File: src/rtl/pe_os_drain_pkg.sv
// Shared definitions for the output-stationary PE with result drain.
//   state_t          : PE controller states (ACC accumulating, DRAIN forwarding chain)
//   *_W_DEF          : default operand / accumulator widths
//   acc_max/acc_min  : signed extremes of a w-bit accumulator, as 64-bit values
// Optional feature macro used by this block: PE_OS_SATURATE_EN.
package pe_os_pkg;

    typedef enum logic {
        ST_ACC   = 1'b0,
        ST_DRAIN = 1'b1
    } state_t;

    localparam int A_W_DEF   = 8;
    localparam int B_W_DEF   = 8;
    localparam int ACC_W_DEF = 24;

    function automatic logic signed [63:0] acc_max(input int w);
        return (64'sd1 <<< (w - 1)) - 64'sd1;
    endfunction

    function automatic logic signed [63:0] acc_min(input int w);
        return -(64'sd1 <<< (w - 1));
    endfunction

endpackage

File: src/rtl/pe_os_drain_if.sv
// Bus bundle for one output-stationary PE.
//   slave  : the PE side (operands, control and drain chain in; forwarded
//            operands, drain output and status out)
//   master : the driver side (neighbouring PEs / array controller / bench)
interface pe_os_drain_if
    import pe_os_pkg::*;
#(
    parameter int A_W   = A_W_DEF,
    parameter int B_W   = B_W_DEF,
    parameter int ACC_W = ACC_W_DEF
);
    logic signed [A_W-1:0]   up,   down;
    logic                    up_valid, down_valid;
    logic signed [B_W-1:0]   left, right;
    logic                    left_valid, right_valid;
    logic                    clear, drain_start;
    logic signed [ACC_W-1:0] psum_in, psum_out, acc_out;
    logic                    psum_in_valid, psum_in_last;
    logic                    psum_out_valid, psum_out_last;
    logic                    draining, sat_flag;

    modport slave (
        input  up, up_valid, left, left_valid, clear, drain_start,
               psum_in, psum_in_valid, psum_in_last,
        output down, down_valid, right, right_valid,
               psum_out, psum_out_valid, psum_out_last,
               acc_out, draining, sat_flag
    );

    modport master (
        output up, up_valid, left, left_valid, clear, drain_start,
               psum_in, psum_in_valid, psum_in_last,
        input  down, down_valid, right, right_valid,
               psum_out, psum_out_valid, psum_out_last,
               acc_out, draining, sat_flag
    );
endinterface

File: src/rtl/pe_mac_sat.sv
// Combinational multiply-accumulate step: sum = base + (fire ? a*b : 0).
//   a, b  : signed operands
//   fire  : include the product
//   base  : accumulator value to add onto (0 when starting a new tile)
//   sum   : next accumulator value
//   ovf   : signed overflow of this add (always 0 unless PE_OS_SATURATE_EN)
// With PE_OS_SATURATE_EN defined the sum clamps to the signed ACC_W range;
// otherwise it wraps in two's complement.
module pe_mac_sat
    import pe_os_pkg::*;
#(
    parameter int A_W   = A_W_DEF,
    parameter int B_W   = B_W_DEF,
    parameter int ACC_W = ACC_W_DEF
) (
    input  logic signed [A_W-1:0]   a,
    input  logic signed [B_W-1:0]   b,
    input  logic                    fire,
    input  logic signed [ACC_W-1:0] base,
    output logic signed [ACC_W-1:0] sum,
    output logic                    ovf
);
    logic signed [A_W+B_W-1:0] prod;
    logic signed [ACC_W-1:0]   addend;
    logic signed [ACC_W-1:0]   raw;

    assign prod   = a * b;
    // Signed size cast sign-extends, and also covers ACC_W == A_W+B_W.
    assign addend = fire ? ACC_W'(prod) : '0;
    assign raw    = base + addend;

`ifdef PE_OS_SATURATE_EN
    localparam logic signed [ACC_W-1:0] SAT_MAX = ACC_W'(acc_max(ACC_W));
    localparam logic signed [ACC_W-1:0] SAT_MIN = ACC_W'(acc_min(ACC_W));

    // Overflow only when both addends share a sign and the result flips it.
    assign ovf = (base[ACC_W-1] == addend[ACC_W-1]) && (raw[ACC_W-1] != base[ACC_W-1]);
    assign sum = ovf ? (base[ACC_W-1] ? SAT_MIN : SAT_MAX) : raw;
`else
    assign ovf = 1'b0;
    assign sum = raw;
`endif
endmodule

File: src/rtl/pe_os_drain.sv
// Output-stationary systolic PE with a vertical result-drain chain.
//   clk, reset_b : clock, asynchronous active-low reset
//   bus (slave)  : up/left operands forwarded down/right with 1-cycle latency;
//                  MAC fires when both operands are valid; drain_start emits
//                  the finished tile result then forwards psum_in until the
//                  upstream burst's last word; clear zeroes and aborts.
// Optional feature: PE_OS_SATURATE_EN (saturating accumulate, sticky sat_flag).
module pe_os_drain
    import pe_os_pkg::*;
#(
    parameter int A_W        = A_W_DEF,
    parameter int B_W        = B_W_DEF,
    parameter int ACC_W      = ACC_W_DEF,
    parameter bit CHAIN_HEAD = 1'b0
) (
    input  logic          clk,
    input  logic          reset_b,
    pe_os_drain_if.slave  bus
);
    state_t                  state, state_nxt;
    logic signed [ACC_W-1:0] acc, base, mac_sum;
    logic                    fire, mac_ovf, emit, sat_q;

    assign fire = bus.up_valid && bus.left_valid;
    // Emitting the finished tile: the same-cycle product seeds the next tile.
    assign emit = (state == ST_ACC) && bus.drain_start && !bus.clear;
    assign base = emit ? '0 : acc;

    pe_mac_sat #(.A_W(A_W), .B_W(B_W), .ACC_W(ACC_W)) u_mac (
        .a    (bus.up),
        .b    (bus.left),
        .fire (fire),
        .base (base),
        .sum  (mac_sum),
        .ovf  (mac_ovf)
    );

    always_comb begin
        state_nxt = state;
        if (bus.clear)
            state_nxt = ST_ACC;
        else if (state == ST_ACC) begin
            if (bus.drain_start && !CHAIN_HEAD)
                state_nxt = ST_DRAIN;
        end else if (bus.psum_in_valid && bus.psum_in_last)
            state_nxt = ST_ACC;
    end

    always_ff @(posedge clk or negedge reset_b) begin
        if (!reset_b)
            state <= ST_ACC;
        else
            state <= state_nxt;
    end

    // Operand forwarding ignores state and clear.
    always_ff @(posedge clk or negedge reset_b) begin
        if (!reset_b) begin
            bus.down        <= '0;
            bus.down_valid  <= 1'b0;
            bus.right       <= '0;
            bus.right_valid <= 1'b0;
        end else begin
            bus.down        <= bus.up;
            bus.down_valid  <= bus.up_valid;
            bus.right       <= bus.left;
            bus.right_valid <= bus.left_valid;
        end
    end

    always_ff @(posedge clk or negedge reset_b) begin
        if (!reset_b) begin
            acc                <= '0;
            sat_q              <= 1'b0;
            bus.psum_out       <= '0;
            bus.psum_out_valid <= 1'b0;
            bus.psum_out_last  <= 1'b0;
        end else if (bus.clear) begin
            acc                <= '0;
            sat_q              <= 1'b0;
            bus.psum_out_valid <= 1'b0;
            bus.psum_out_last  <= 1'b0;
        end else begin
            acc <= mac_sum;
            if (mac_ovf)
                sat_q <= 1'b1;
            if (state == ST_DRAIN) begin
                bus.psum_out       <= bus.psum_in;
                bus.psum_out_valid <= bus.psum_in_valid;
                bus.psum_out_last  <= bus.psum_in_last;
            end else if (bus.drain_start) begin
                bus.psum_out       <= acc;
                bus.psum_out_valid <= 1'b1;
                bus.psum_out_last  <= CHAIN_HEAD;
            end else begin
                bus.psum_out_valid <= 1'b0;
                bus.psum_out_last  <= 1'b0;
            end
        end
    end

    assign bus.acc_out  = acc;
    assign bus.draining = (state == ST_DRAIN);
    assign bus.sat_flag = sat_q;
endmodule

File: src/flat_wrapper.sv
// flat-port wrapper written by rule: the top's interface ports become plain ports
module pe_os_drain_flat import pe_os_pkg::*;
#(
    parameter int A_W        = A_W_DEF,
    parameter int B_W        = B_W_DEF,
    parameter int ACC_W      = ACC_W_DEF,
    parameter bit CHAIN_HEAD = 1'b0
)
  (clk, reset_b, bus_up, bus_up_valid, bus_left, bus_left_valid, bus_clear, bus_drain_start, bus_psum_in, bus_psum_in_valid, bus_psum_in_last, bus_down, bus_down_valid, bus_right, bus_right_valid, bus_psum_out, bus_psum_out_valid, bus_psum_out_last, bus_acc_out, bus_draining, bus_sat_flag);
  pe_os_drain_if #(.A_W(A_W), .B_W(B_W), .ACC_W(ACC_W)) bus_i ();
  input  logic clk;
  input  logic reset_b;
  input wire logic [$bits(bus_i.up)-1:0] bus_up;
  input wire logic [$bits(bus_i.up_valid)-1:0] bus_up_valid;
  input wire logic [$bits(bus_i.left)-1:0] bus_left;
  input wire logic [$bits(bus_i.left_valid)-1:0] bus_left_valid;
  input wire logic [$bits(bus_i.clear)-1:0] bus_clear;
  input wire logic [$bits(bus_i.drain_start)-1:0] bus_drain_start;
  input wire logic [$bits(bus_i.psum_in)-1:0] bus_psum_in;
  input wire logic [$bits(bus_i.psum_in_valid)-1:0] bus_psum_in_valid;
  input wire logic [$bits(bus_i.psum_in_last)-1:0] bus_psum_in_last;
  output wire logic [$bits(bus_i.down)-1:0] bus_down;
  output wire logic [$bits(bus_i.down_valid)-1:0] bus_down_valid;
  output wire logic [$bits(bus_i.right)-1:0] bus_right;
  output wire logic [$bits(bus_i.right_valid)-1:0] bus_right_valid;
  output wire logic [$bits(bus_i.psum_out)-1:0] bus_psum_out;
  output wire logic [$bits(bus_i.psum_out_valid)-1:0] bus_psum_out_valid;
  output wire logic [$bits(bus_i.psum_out_last)-1:0] bus_psum_out_last;
  output wire logic [$bits(bus_i.acc_out)-1:0] bus_acc_out;
  output wire logic [$bits(bus_i.draining)-1:0] bus_draining;
  output wire logic [$bits(bus_i.sat_flag)-1:0] bus_sat_flag;
  assign bus_i.up = bus_up;
  assign bus_i.up_valid = bus_up_valid;
  assign bus_i.left = bus_left;
  assign bus_i.left_valid = bus_left_valid;
  assign bus_i.clear = bus_clear;
  assign bus_i.drain_start = bus_drain_start;
  assign bus_i.psum_in = bus_psum_in;
  assign bus_i.psum_in_valid = bus_psum_in_valid;
  assign bus_i.psum_in_last = bus_psum_in_last;
  assign bus_down = bus_i.down;
  assign bus_down_valid = bus_i.down_valid;
  assign bus_right = bus_i.right;
  assign bus_right_valid = bus_i.right_valid;
  assign bus_psum_out = bus_i.psum_out;
  assign bus_psum_out_valid = bus_i.psum_out_valid;
  assign bus_psum_out_last = bus_i.psum_out_last;
  assign bus_acc_out = bus_i.acc_out;
  assign bus_draining = bus_i.draining;
  assign bus_sat_flag = bus_i.sat_flag;
  pe_os_drain #(.A_W(A_W), .B_W(B_W), .ACC_W(ACC_W), .CHAIN_HEAD(CHAIN_HEAD)) u_core (.clk(clk), .reset_b(reset_b), .bus(bus_i));
endmodule
File: config.mk
export PLATFORM = sky130hd
export DESIGN_NAME = pe_os_drain_flat
export DESIGN_NICKNAME = d
export VERILOG_FILES = /design/src/rtl/pe_os_drain_pkg.sv /design/src/rtl/pe_os_drain_if.sv /design/src/rtl/pe_mac_sat.sv /design/src/rtl/pe_os_drain.sv /design/src/flat_wrapper.sv
export SDC_FILE = /design/constraint.sdc
export NUM_CORES = 1
export LEC_CHECK = 0
export ABC_AREA = 1
export CAP_MARGIN = 15
export CORE_AREA = 3 3 119 121
export DETAILED_ROUTE_END_ITERATION = 12
export DIE_AREA = 0 0 122 124
export GPL_ROUTABILITY_DRIVEN = 0
export PLACE_DENSITY_LB_ADDON = 0.3
export SYNTH_ARGS = -nofsm -noshare
export SYNTH_HDL_FRONTEND = slang
export SYNTH_SLANG_ARGS = --single-unit
File: constraint.sdc
create_clock -name clk -period 2.76 [get_ports clk]
set_input_delay 0.276 -clock clk [delete_from_list [all_inputs] [get_ports clk]]
set_output_delay 0.276 -clock clk [all_outputs]
set_load 0.01 [all_outputs]
==> results of run 1 <==
flip-flops by register name (all words and copies together), names as in the netlist:
signal and cells:
u_core.bus.right_valid 1, u_core.bus.right 8, u_core.bus.down_valid 1, u_core.bus.down 8, u_core.bus.psum_out_valid 1, u_core.bus.acc_out 24, u_core.bus.psum_out 24, u_core.bus.psum_out_last 1
u_core.bus.draining 1
worst register-to-register path, cell delays in order (launching register included):
cell	delay, ns
dfrtp_1	0.39
nor3b_2	0.15
buf_4	0.16
buf_12	0.13
nor2_1	0.06
ha_1	0.38
nand2_1	0.11
nor2_1	0.28
nand3_4	0.13
a21oi_4	0.18
nand3_2	0.08
nand2_2	0.09
nand2_2	0.07
nand2_4	0.11
nand2_4	0.07
a21oi_2	0.10
nor2_1	0.05
final timing paths:
path                                               startpoint                            endpoint  slack (ns)
max in group asynchronous                             reset_b    u_core.bus.acc_out[16]$_DFF_PN0_        2.10
min reg2reg                u_core.bus.psum_out[1]$_DFFE_PN0P_  u_core.bus.psum_out[1]$_DFFE_PN0P_        0.48
min                                                   reset_b  u_core.bus.psum_out[4]$_DFFE_PN0P_       -0.02
min in group clk                                  bus_left[7]       u_core.bus.right[7]$_DFF_PN0_        0.13
max reg2reg                     u_core.bus.draining$_DFF_PN0_    u_core.bus.acc_out[22]$_DFF_PN0_        0.11
max                                               bus_left[7]    u_core.bus.acc_out[21]$_DFF_PN0_       -2.46
cells by family (layout without fill, tap and decap cells):
kind of cell / Yosys count / in the layout / share of synthesized area
xor+xnor: 5 / 5 / 0.00796
buf+inv: 221 / 482 / 0.130
compound gates: 128 / 128 / 0.105
other cells: 1 / 1 / 0.000582
flops: 69 / 69 / 0.268
simple gates: 320 / 320 / 0.214
fa+ha+maj: 108 / 108 / 0.275
metrics by stage:
stage | setup WS (ns) | total power, W | utilization | cells
finish | -2.46 | 0.00832 | 0.752 | 1289
global route | -2.78 | 0.00903 | 0.752 | 1289
CTS | -2.31 | 0.00796 | 0.726 | 1280
detailed placement | -3.16 | 0.00621 | 0.670 | 1243
global placement | -3.05 | 0.00608 | 0.670 | 1243
floorplan | -2.48 | 0.00420 | - | 852
report_power, final:
group / internal (W) / total [W] / switching [W]
sequential: 0.00124 / 0.00137 / 0.000134
combinational: 0.00283 / 0.00576 / 0.00293
clock: 0.000703 / 0.00119 / 0.000492
total: 0.00477 / 0.00832 / 0.00355
per-layer routing:
| layer | GRT usage | vias to the layer above |
|---|---|---|
| met5 | 0 | - |
| met4 | 0.0854 | 0 |
| met3 | 0.0354 | 39 |
| met2 | 0.426 | 176 |
| met1 | 0.297 | 3130 |
| li1 | - | 3106 |
layout make-up:
type	instances	area (sq um)	area share
inverter	190	716	0.0721
clock inverter	7	73.8	0.00744
clock buffer	9	225	0.0227
timing repair buffer	276	2510	0.253
multi-input combinational	562	4450	0.449
sequential	69	1730	0.174
tap	176	220	0.0222
cell usage in the layout, fill, tap and decap left out, types with 32 or more instances in the layout:
master / n
nand2_1: 181
buf_6: 39
fa_1: 54
clkdlybuf4s50_1: 99
nand2_2: 36
buf_4: 130
ha_1: 36
a21oi_1: 32
nor2_1: 53
dfrtp_1: 69
inv_1: 165
timing repair:
action | CTS | global route
endpoints found under the setup margin | 21 | 21
pin swaps | 57 | 56
setup buffers | 26 | 9
gates resized for setup | 169 | 74
hold buffers | 0 | 0
==> impl_results.md, run 1 <==
* Initial DRC Count at 342
* Initial Util at 0.489
* Tightest Hold Check Type: in -> async
* Tcrit/Tclk final at 1.89
* Peak VDD IR at 0.000603 V
* Total GRT Usage at 0.239
* Crit start category: input pin
* DR WL met2 at 9780 microns
* Wire per inst at 14.3 microns
* Synthesized flop and latch total at 69
* PD cells at 839 nW/um^2
* Post-synth top cells: 205 x nand2_1, 189 x inv_1, 69 x dfrtp_1
* Top_reg_cell synth: dfrtp_1
* Register area share after synthesis at 0.268
* WP data arrival at 5.46 ns
* Final WL at 18400 microns
* Unique masters post-synth at 37
* Syn Std Cell Area at 6450 sq um
* Crit path time final at 5.22 ns
* Drt drc at 0
* Site row count at 42
* H-tree Lvls at 3
* Met3 WL at 944 microns
* Layout cells sized above 1 at 0.309
* GR Overflow Total at 0
* Die Height at 124 microns
* CTS root buf: clkbuf_16
* Status: finished, violations left
* Maximum clock insertion buffer count at 2
* Worst Setup Path Type: in -> reg
* Clock skew at 0.00290 ns
* Slew Limit Fails at 0
* DR top layer: met4
* Sum of negative setup slack at -37.56 ns
* Async S/R FF share, synth at 1.00
* Dpl hpwl at 12900 microns
* CTS sink cnt at 69
* Relative slew margins at 0.489
* P&R area growth vs syn at 53.9%
* Final Setup Violations at 21
* Final instance area at 9920 sq um
* Worst-path maximum fanout at 5
* Vias per cell at 5.00
* YS warnings at 0
* First-pass GRT wire length at 29100 microns
* Worst path max stage delay at 0.53 ns
* Syn_nets at 1008
* Actual slew at the worst max-slew pin at 0.766 ns
* Ant. Diodes at 0
* Failing checks: hold timing, setup timing
* Synth area leaders: dfrtp_1 27%, fa_1 17%, nand2_1 12%
* Total number of vias at 6451
* Io pins at 118
* Die width at 122 microns
* LEAKAGE at 5.19 nW
* Clock buffer count from CTS at 9
* Largest area contributor in the netlist: dfrtp_1
* Port bufs at 116
* FILL cells at 874
* CTS tree: done
* Crit. End Element: flip-flop
* Crit-path leading delay family: adder cells
* Critical Path Stages at 35
* Total die area at 15100 sq um
* Most used standard cell by instance count after synthesis: nand2_1
* Antenna-violating nets left at 0
* Vias in the first global route at 6458
* Net count of the finished layout at 1264
* Crit path setup slack, layout at -2.46 ns
* Met1 WL at 7230 microns
* Hold Vio Cnt, Final at 12
* CP Data Required Time at 3.00 ns
* Core area at 13200 sq um
* Clk slew on worst S/H paths at 0.06 ns
* Worst hold slack at -0.0171 ns
* Fmax at 0.192 GHz
* Max cap viols at 0
* Reg2Reg Depth at 16
* Skew-Pair Late Insertion Delay at 0.35 ns
* Initial antenna violation count at 0
* Synthesized instance count at 852
* Post-synth EDFFs at 0
* Pin count of the biggest net entering global routing at 54
* DR pass1 iterations at 5
* DP Area at 8840 sq um
* Post-synth top area share at 0.268
* RSZ-0062 raised after global routing: true
* Worst path bufs/invs at 6
* Slowest CP cell: fa_1
* Synth Area per Inst at 7.57 sq um
Note: power is estimated with default switching activity, not from simulation.
==> inputs of run 2 (changes only) <==
- RECOVER_POWER: not set -> 25
==> run 2 against run 1 <==
Net effect:
- the run ends with capacitance limit, slew limit, setup timing left
- die area is the same
- sequential cell count did not move
- largest cell class unchanged
- clock power is essentially flat
- combinational power about the same
- cell count unchanged
- cell area down 0.39%
- wire length barely moved
- total power about the same
- clock skew is 0.0016 ns higher
- maximum frequency is essentially flat
- via count is essentially flat
- critical path depth unchanged
==> impl_results.md, run 2 (synthesis results as in run 1) <==
* Relative slew margins at -0.186
* DR pass1 iterations at 5
* Crit start category: input pin
* CTS root buf: clkbuf_16
* Worst-path maximum fanout at 5
* Slew Limit Fails at 30
* Clk slew on worst S/H paths at 0.06 ns
* Total die area at 15100 sq um
* Die width at 122 microns
* Wire per inst at 14.3 microns
* Tcrit/Tclk final at 1.89
* WP data arrival at 5.46 ns
* Clock skew at 0.00450 ns
* Core area at 13200 sq um
* Pin count of the biggest net entering global routing at 54
* Gate power share at 0.691
* Layout cells sized above 1 at 0.303
* Net count of the finished layout at 1264
* Total number of vias at 6456
* Worst Setup Path Type: in -> reg
* Switching share of total power at 0.427
* Max cap viols at 1
* Port bufs at 116
* Dpl hpwl at 12900 microns
* Drt drc at 0
* GR Overflow Total at 0
* Initial antenna violation count at 0
* P&R area growth vs syn at 53.3%
* Pint at 0.00476 W
* Maximum clock insertion buffer count at 2
* RSZ-0062 raised after global routing: true
* Crit path setup slack, layout at -2.45 ns
* Antenna-violating nets left at 0
* Slowest CP cell: fa_1
* Cells after DPL at 1243
* CTS sink cnt at 69
* Failing checks: capacitance limit, slew limit, setup timing
* Vias in the first global route at 6458
* Clock network power share at 0.144
* Site row count at 42
* Most frequent cells in the layout: 181 x nand2_1, 165 x inv_1, 127 x buf_4, 97 x clkdlybuf4s50_1, 69 x dfrtp_1
* Final Setup Violations at 21
* H-tree Lvls at 3
* Initial Util at 0.489
* LEAKAGE at 5.16 nW
* CP Data Required Time at 3.00 ns
* Io pins at 118
* DP Worst Slack at -3.16 ns
* Crit. End Element: flip-flop
* Finished Layout Cells at 1289
* Crit path time final at 5.21 ns
* First-pass GRT wire length at 29100 microns
* Clock buffer count from CTS at 9
* Status: finished, violations left
* NetSw at 0.00356 W
* Skew-Pair Late Insertion Delay at 0.35 ns
* Worst path max stage delay at 0.53 ns
* Hold Vio Cnt, Final at 0
* Tightest Hold Check Type: in -> reg
* Final WL at 18400 microns
* Total GRT Usage at 0.239
* FILL cells at 884
* Fmax at 0.192 GHz
* Actual slew at the worst max-slew pin at 1.78 ns
* Ant. Diodes at 0
* CTS Hold Bufs at 0
* Die Height at 124 microns
* PD cells at 842 nW/um^2
* Most common cell after layout, fill and taps aside: nand2_1
* Initial DRC Count at 387
* Peak VDD IR at 0.000604 V
* Vias per cell at 5.01
* CTS tree: done
* Sequential power share at 0.165
## run 2: cell count changes in the layout (fill, tap and decap cells not counted), sizes merged
cell and delta:
clkbuf +8, dlygate4sd3 +2, clkdlybuf4s50 -2, buf -8
## run 2: final cells by class
class,instances,area (sq um),share of cell area
flip-flops and latches,69,1730,0.175
clock buffers,9,225,0.0228
multi-input cells,562,4450,0.450
repair buffers,276,2470,0.250
well taps,176,220,0.0223
inverters,190,716,0.0724
clock inverters,7,73.8,0.00747
## run 2: path summary, 6_finish.rpt
kind	slack [ns]	depth (start not counted)	start	end
min reg2reg	0.48	2	u_core.bus.psum_out[1]$_DFFE_PN0P_	u_core.bus.psum_out[1]$_DFFE_PN0P_
max	-2.45	35	bus_left[7]	u_core.bus.acc_out[21]$_DFF_PN0_
min	0.13	2	bus_left[7]	u_core.bus.right[7]$_DFF_PN0_
max reg2reg	0.10	16	u_core.bus.draining$_DFF_PN0_	u_core.bus.acc_out[22]$_DFF_PN0_
min in group asynchronous	0.39	1	reset_b	u_core.bus.psum_out[4]$_DFFE_PN0P_
max in group asynchronous	1.33	1	reset_b	u_core.bus.right[3]$_DFF_PN0_
## run 2: repair_timing
action / 4_1_cts / 5_1_grt
setup endpoints to repair: 21 / 21
pin swaps: 57 / 56
resized for setup: 169 / 74
buffers inserted: 26 / 9
## run 2: worst max-delay path, delay by kind of cell
kind                       cells  cell delay [ns]
AOI/OAI and AO/OA              7             0.91
and+or+nand+nor               15             1.08
buffers and inverters          6             0.40
adders and majority gates      6             2.62
xor gates and xnor gates       1             0.18
## run 2: routing by layer
metal,vias to the layer above,part of all wire,track usage
met2,180,0.53,0.426
met3,40,0.051,0.0354
met4,0,0.024,0.0854
li1,3106,-,-
met5,-,0,0
met1,3130,0.39,0.297
## run 2: power groups by stage
| stage | Clock (W) | Combinational, W | Sequential, W |
|---|---|---|---|
| 2_1_floorplan | 0 | 0.00273 | 0.00147 |
| 4_1_cts | 0.00120 | 0.00539 | 0.00136 |
| 3_5_place_dp | 0 | 0.00484 | 0.00138 |
| 3_3_place_gp | 0 | 0.00471 | 0.00137 |
| 6_report | 0.00120 | 0.00575 | 0.00137 |
| 5_1_grt | 0.00125 | 0.00637 | 0.00139 |
## run 2: through the flow
stage | hold slack (ns) | area (sq um) | setup TNS, ns | power [W] | utilization
2_1_floorplan | -0.0196 | 6710 | -36.41 | 0.00420 | -
3_3_place_gp | 0.364 | 8840 | -52.45 | 0.00608 | 0.670
3_5_place_dp | 0.371 | 8840 | -54.42 | 0.00621 | 0.670
4_1_cts | 0.000111 | 9580 | -35.51 | 0.00796 | 0.726
5_1_grt | 0.135 | 9880 | -44.07 | 0.00902 | 0.749
6_report | 0.133 | 9880 | -38.95 | 0.00832 | 0.749
==> inputs of run 3 (changes only) <==
- ABC_CLOCK_PERIOD_IN_PS: not set -> 2760
- CTS_CLUSTER_DIAMETER: not set -> 80
==> results of run 3 <==
Same layout as run 2: the final DEF is identical, and so are final timing and power.
